`src/rtl/cu_stream_feeder.sv`:
```
// cu_stream_feeder: writer-side front end for the computing unit.
// It demultiplexes one input vector stream into the weight, offset and
// activation FIFO write ports. It loads ACT_COUNT weight vectors, pulses
// weight_update_o, then feeds act_len offset/activation pairs.
// Optional build macro: CU_FEEDER_STATS_EN adds the stall_cycles_o and
// beats_o statistics outputs.
// Each data_type element is a DATA_WIDTH-bit word.
// state_o exposes the FSM state for debug:
// 0=IDLE 1=LOAD_W 2=UPDATE 3=PAIR_OFS 4=PAIR_ACT 5=FINISH.
module cu_stream_feeder #(
   parameter int ACT_COUNT    = 16,
   parameter int WEIGHT_COUNT = 16,
   parameter int LEN_WIDTH    = 16,
   parameter int DATA_WIDTH   = 16,
   localparam int IN_LANES    = (ACT_COUNT > WEIGHT_COUNT) ? ACT_COUNT : WEIGHT_COUNT
) (
   input  logic                  clk_i,
   input  logic                  rst_i,
   input  logic                  start_i,
   input  logic [LEN_WIDTH-1:0]  act_len_i,
   output logic                  busy_o,
   output logic                  done_o,
   input  logic [DATA_WIDTH-1:0] in_data_i [0:IN_LANES-1],
   input  logic                  in_valid_i,
   output logic                  in_ready_o,
   input  logic                  cu_rst_busy_i,
   output logic [DATA_WIDTH-1:0] act_o [0:ACT_COUNT-1],
   output logic                  act_wr_en_o,
   input  logic                  act_full_i,
   output logic [DATA_WIDTH-1:0] weight_o [0:WEIGHT_COUNT-1],
   output logic                  weight_wr_en_o,
   input  logic                  weight_full_i,
   output logic [DATA_WIDTH-1:0] offset_o [0:WEIGHT_COUNT-1],
   output logic                  offset_wr_en_o,
   input  logic                  offset_full_i,
   output logic                  weight_update_o,
   output logic [2:0]            state_o
`ifdef CU_FEEDER_STATS_EN
   ,
   output logic [31:0]           stall_cycles_o,
   output logic [31:0]           beats_o
`endif
);

   localparam int W_CW = $clog2(ACT_COUNT + 1);

   typedef enum logic [2:0] {
      S_IDLE     = 3'd0,
      S_LOAD_W   = 3'd1,
      S_UPDATE   = 3'd2,
      S_PAIR_OFS = 3'd3,
      S_PAIR_ACT = 3'd4,
      S_FINISH   = 3'd5
   } state_t;

   state_t               state;
   logic [W_CW-1:0]      w_cnt;
   logic [LEN_WIDTH-1:0] p_cnt;
   logic [LEN_WIDTH-1:0] len;
   logic [LEN_WIDTH-1:0] p_cnt_inc;
   logic                 accept;

   // Handshake: a beat transfers on a rising clk_i edge where in_valid_i and
   // in_ready_o are both high. in_ready_o reflects the target FIFO's full
   // flag in the same cycle, so a write never lands in a full FIFO; the
   // source holds in_data_i stable while valid is high and ready is low.
   assign accept    = in_valid_i && in_ready_o;
   assign p_cnt_inc = p_cnt + LEN_WIDTH'(1);
   assign state_o   = state;

   // Ready follows the FIFO currently targeted; FIFO reset blocks every state.
   always_comb begin
      in_ready_o = 1'b0;
      if (!cu_rst_busy_i) begin
         case (state)
            S_LOAD_W:   in_ready_o = !weight_full_i;
            S_PAIR_OFS: in_ready_o = !offset_full_i;
            S_PAIR_ACT: in_ready_o = !act_full_i;
            default:    in_ready_o = 1'b0;
         endcase
      end
   end

   // Write enables go only to the targeted FIFO, with zero latency.
   always_comb begin
      weight_wr_en_o = accept && (state == S_LOAD_W);
      offset_wr_en_o = accept && (state == S_PAIR_OFS);
      act_wr_en_o    = accept && (state == S_PAIR_ACT);
   end

   // Data fan-out: each FIFO takes the low lanes of the beat, upper lanes drop.
   always_comb begin
      for (int i = 0; i < ACT_COUNT; i++) begin
         act_o[i] = in_data_i[i];
      end
      for (int i = 0; i < WEIGHT_COUNT; i++) begin
         weight_o[i] = in_data_i[i];
         offset_o[i] = in_data_i[i];
      end
   end

   // Batch sequencer with registered busy/done/update outputs.
   always_ff @(posedge clk_i or negedge rst_i) begin
      if (!rst_i) begin
         state           <= S_IDLE;
         w_cnt           <= '0;
         p_cnt           <= '0;
         len             <= '0;
         busy_o          <= 1'b0;
         done_o          <= 1'b0;
         weight_update_o <= 1'b0;
      end else begin
         done_o          <= 1'b0;
         weight_update_o <= 1'b0;
         case (state)
            S_IDLE: begin
               if (start_i) begin
                  len    <= act_len_i;
                  w_cnt  <= '0;
                  p_cnt  <= '0;
                  busy_o <= 1'b1;
                  state  <= S_LOAD_W;
               end
            end
            S_LOAD_W: begin
               if (accept) begin
                  if (w_cnt == W_CW'(ACT_COUNT - 1)) begin
                     w_cnt           <= '0;
                     weight_update_o <= 1'b1;
                     state           <= S_UPDATE;
                  end else begin
                     w_cnt <= w_cnt + W_CW'(1);
                  end
               end
            end
            S_UPDATE: begin
               if (len != '0) begin
                  state <= S_PAIR_OFS;
               end else begin
                  done_o <= 1'b1;
                  state  <= S_FINISH;
               end
            end
            S_PAIR_OFS: begin
               if (accept) begin
                  state <= S_PAIR_ACT;
               end
            end
            S_PAIR_ACT: begin
               if (accept) begin
                  p_cnt <= p_cnt_inc;
                  // Compared before any wrap, so a length of all-ones works.
                  if (p_cnt_inc == len) begin
                     done_o <= 1'b1;
                     state  <= S_FINISH;
                  end else begin
                     state <= S_PAIR_OFS;
                  end
               end
            end
            S_FINISH: begin
               busy_o <= 1'b0;
               state  <= S_IDLE;
            end
            default: begin
               busy_o <= 1'b0;
               state  <= S_IDLE;
            end
         endcase
      end
   end

`ifdef CU_FEEDER_STATS_EN
   // Saturating stall and beat counters, cleared when a batch starts.
   always_ff @(posedge clk_i or negedge rst_i) begin
      if (!rst_i) begin
         stall_cycles_o <= '0;
         beats_o        <= '0;
      end else if (state == S_IDLE && start_i) begin
         stall_cycles_o <= '0;
         beats_o        <= '0;
      end else begin
         if (busy_o && in_valid_i && !in_ready_o && (stall_cycles_o != '1)) begin
            stall_cycles_o <= stall_cycles_o + 32'd1;
         end
         if (accept && (beats_o != '1)) begin
            beats_o <= beats_o + 32'd1;
         end
      end
   end
`endif

endmodule
```
`config.mk`:
```
export PLATFORM = sky130hd
export DESIGN_NAME = cu_stream_feeder
export DESIGN_NICKNAME = d
export VERILOG_FILES = /design/src/rtl/cu_stream_feeder.sv
export SDC_FILE = /design/constraint.sdc
export NUM_CORES = 1
export LEC_CHECK = 0
export ABC_AREA = 1
export CAP_MARGIN = 0
export CORE_AREA = 4 4 411 413
export DETAILED_ROUTE_END_ITERATION = 7
export DIE_AREA = 0 0 415 417
export PLACE_DENSITY = 0.3
export SETUP_SLACK_MARGIN = 0.05
export SYNTH_ARGS = -nofsm -noshare
export SYNTH_HDL_FRONTEND = slang
export SYNTH_SLANG_ARGS = --single-unit
```
`constraint.sdc`:
```
create_clock -name clk_i -period 2.2 [get_ports clk_i]
set_clock_uncertainty 0.05 [all_clocks]
set_input_delay 0.55 -clock clk_i [delete_from_list [all_inputs] [get_ports clk_i]]
set_output_delay 0.55 -clock clk_i [all_outputs]
set_load 0.01 [all_outputs]
```
==> impl_metrics.ini <==
[yosys]
syn_nets = 1426
ys_seq_elements = 43
yosysUniqueCellTypes = 35
avgSynthCellArea_um2 = 7.41
yosysSeqAreaShare = 0.127
synth_area_um2 = 8470
synth_cells = 1144
yosysWarnings = 0

[routing]
antenna_left = 0
route.met3.wl_um = 19900
dr.pass1.iters = 4
wl_met1_um = 9780
vias_per_cell = 1.51
wl_met2_um = 27800
routed_wl_um = 59800
top_layer_used = met5
drt_iter0_markers = 188
remaining_drc_errors = 0
post_drt_wl_per_cell_um = 22.5
vias = 4022

[final_layout]
diodes = 0
synthToLayoutAreaGrowth_pct = -22.6
nFillCells = 19700
drive_gt1_frac = 0.282
nNetsFinal = 750
fin_area_um2 = 6560

[run]
maxCapViolCount = 0

[sta]
finalMaxSlewViolations = 0
rsz0062_at_grt = yes
fin_crit_sh = 1.12
max-slew-margin-rel = 0.717
worstMarginPinSlew_ns = 0.420
finalCriticalPeriod_ns = 2.46
hold_viol_final = 0
setup_violations = 3
finalSetupTns_ns = -0.681
max_freq_ghz = 0.406
hold_slack_ns = 0.151
worst_slack_ns = -0.263

[power]
pwr_density_cell_nw_per_um2 = 544
p_leak_uw = 0.00191
peakVddDrop_v = 0.000246

[global_route]
grt_usage = 0.0653
grt_pass1_vias = 4111
grt_pass1_wl_um = 69200
grt-ovfl-total = 0
grt_start_max_net_pins = 44
antenna_found_initial = 9

[status]
violations = setup timing
status = finished, violations left

[critical_path]
worstReg2RegStart = p_cnt[1]
max_stage_delay_ns = 0.42
cp.arrival_ns = 1.86
r2r_setup_slack_ns = 0.15
crit_fanout = 3
crit_required_ns = 1.60
startpoint = state_o[1]
startpoint_type = flip-flop
r2r_cells = 17
cp_slowest_cell = dfrtp_1
end_kind = output port
worstPathCellList = nor2_4 -> nand2_2 -> o22ai_2 -> o21bai_4 -> nand2_4 -> nor2_4 -> buf_6 -> nand2_4 -> inv_4 -> buf_12
crit_type = reg2out
worstReg2RegEnd = state_o[1]

[floorplan]
row_count = 149
initial_utilization = 0.0514
fp.dieW_um = 415
boundaryPins = 1058
die-area_um2 = 173000
die_y_um = 417
coreArea_um2 = 165000

[placed_design]
port_buffers = 33
dpl-instance-area_um2 = 6120
routabilityCongestion = 0.700
place_ws_ns = -0.788
dp_hpwl_um = 54700

[clocking]
clock_latency_ns = 0.30
path_clk_slew_ns = 0.07
htree_levels = 2
cts_tree = yes
cts_buffers = 5
cts.sinks = 43
root_buffer = clkbuf_16
cts_buffer_depth = 2

[min_path]
min_path_type = in2async
-- synthesized netlist by cell type --
cell	number	area, um2
buf_4	768	5770
nand2_1	104	390
inv_1	50	188
nand3_1	44	220
dfrtp_1	43	1080
nor2_1	34	128
a21oi_1	19	95.1
nand4_1	13	81.3
o21ai_0	8	40.0
o22ai_1	7	43.8
nor2_2	6	37.5
o21ai_1	5	25.0
nor2_4	4	45.0
clkbuf_1	3	11.3
inv_2	3	11.3
nand2_2	3	18.8
nand2_4	3	33.8
nor3_1	3	15.0
nor4_1	3	18.8
ha_1	2	25.0
mux2_2	2	22.5
nand3b_1	2	15.0
or2_2	2	12.5
xor2_1	2	17.5
a21boi_0	1	7.51
buf_12	1	20.0
clkinv_1	1	3.75
nand2_8	1	20.0
nand3_2	1	10.0
nor3_2	1	10.0
o21ai_2	1	8.76
o21bai_1	1	7.51
o21bai_4	1	18.8
xnor2_1	1	8.76
xnor3_1	1	22.5
-- metrics by stage --
stage / instances / total power, uW / util
3_5_place_dp: 2637 / 2690 / 0.0372
6_report: 2657 / 3570 / 0.0398
2_1_floorplan: 1144 / 3390 / -
3_3_place_gp: 2637 / 2710 / 0.0372
5_1_grt: 2657 / 3900 / 0.0398
4_1_cts: 2647 / 3600 / 0.0383
-- cell type report --
class	count	area, um2	share of cell area
multi-input combinational	275	1560	0.238
tap	2189	2740	0.418
clock inverter	1	5.00	0.000763
sequential	43	1080	0.165
timing repair buffer	89	826	0.126
clock buffer	6	139	0.0212
inverter	54	205	0.0313
-- critical path, delay by kind of cell (launching register included) --
kind | cells | cell delay (ns)
AOI/OAI and AO/OA | 2 | 0.30
buffers and inverters | 3 | 0.34
DFF | 1 | 0.42
and+or+nand+nor | 5 | 0.49
-- logic make-up after synthesis --
kind of cell	after synthesis	share of synthesized area
buf+inv	826	0.708
simple gates	224	0.125
compound gates	43	0.0291
flops	43	0.127
xor+xnor	4	0.00576
mux	2	0.00266
fa+ha+maj	2	0.00295
-- cell usage in the layout, fill, tap and decap left out, types with 2 or more instances in the layout --
cell type,count
nand2_2,15
clkbuf_16,5
nand2_4,5
buf_12,6
dfrtp_2,5
dfrtp_1,38
a21oi_1,19
buf_6,4
nor3_1,3
nand3_1,36
nand3b_1,2
inv_1,47
o21ai_0,7
clkdlybuf4s50_1,26
nand4_1,13
nand2_1,90
nor2_4,8
nor4_1,2
xor2_1,2
inv_2,5
nor2_1,32
nor2_2,4
o22ai_1,6
or2_2,2
o21ai_1,5
mux2_2,2
buf_2,3
nand3_2,8
buf_4,48
dlymetal6s2s_1,2
-- routing by layer --
layer / vias up / track usage
met4: 14 / 0.0192
met5: - / 0.0214
li1: 1411 / -
met1: 1615 / 0.0304
met2: 827 / 0.106
met3: 155 / 0.104
-- worst max path at each step --
stage | end | slack (ns) | depth (start not counted)
after floorplan | act_wr_en_o | 0.16 | 8
after global placement | weight_wr_en_o | -0.85 | 9
after detailed placement | weight_wr_en_o | -0.79 | 9
after CTS | act_wr_en_o | -0.35 | 10
after global routing | act_wr_en_o | -0.37 | 10
final | act_wr_en_o | -0.26 | 10
-- sequential cells by signal, summed over array words and instances, names as in the netlist --
register,flops
weight_update_o,1
w_cnt,5
state_o,3
p_cnt,16
busy_o,1
len,16
done_o,1
-- report_power, final --
part           leakage, uW  internal, uW  switching [uW]
clock network    0.0000727           446             363
registers         0.000535           984             161
logic              0.00130           718             898
total              0.00191          2150            1420
-- repair_timing --
| action | in CTS | in global routing |
|---|---|---|
| hold buffers | 0 | 0 |
| setup buffers | 4 | 10 |
| setup endpoints to repair | 6 | 11 |
| pin swaps | 5 | 19 |
| resized for setup | 22 | 45 |
Power figures use the tool's default switching activity.
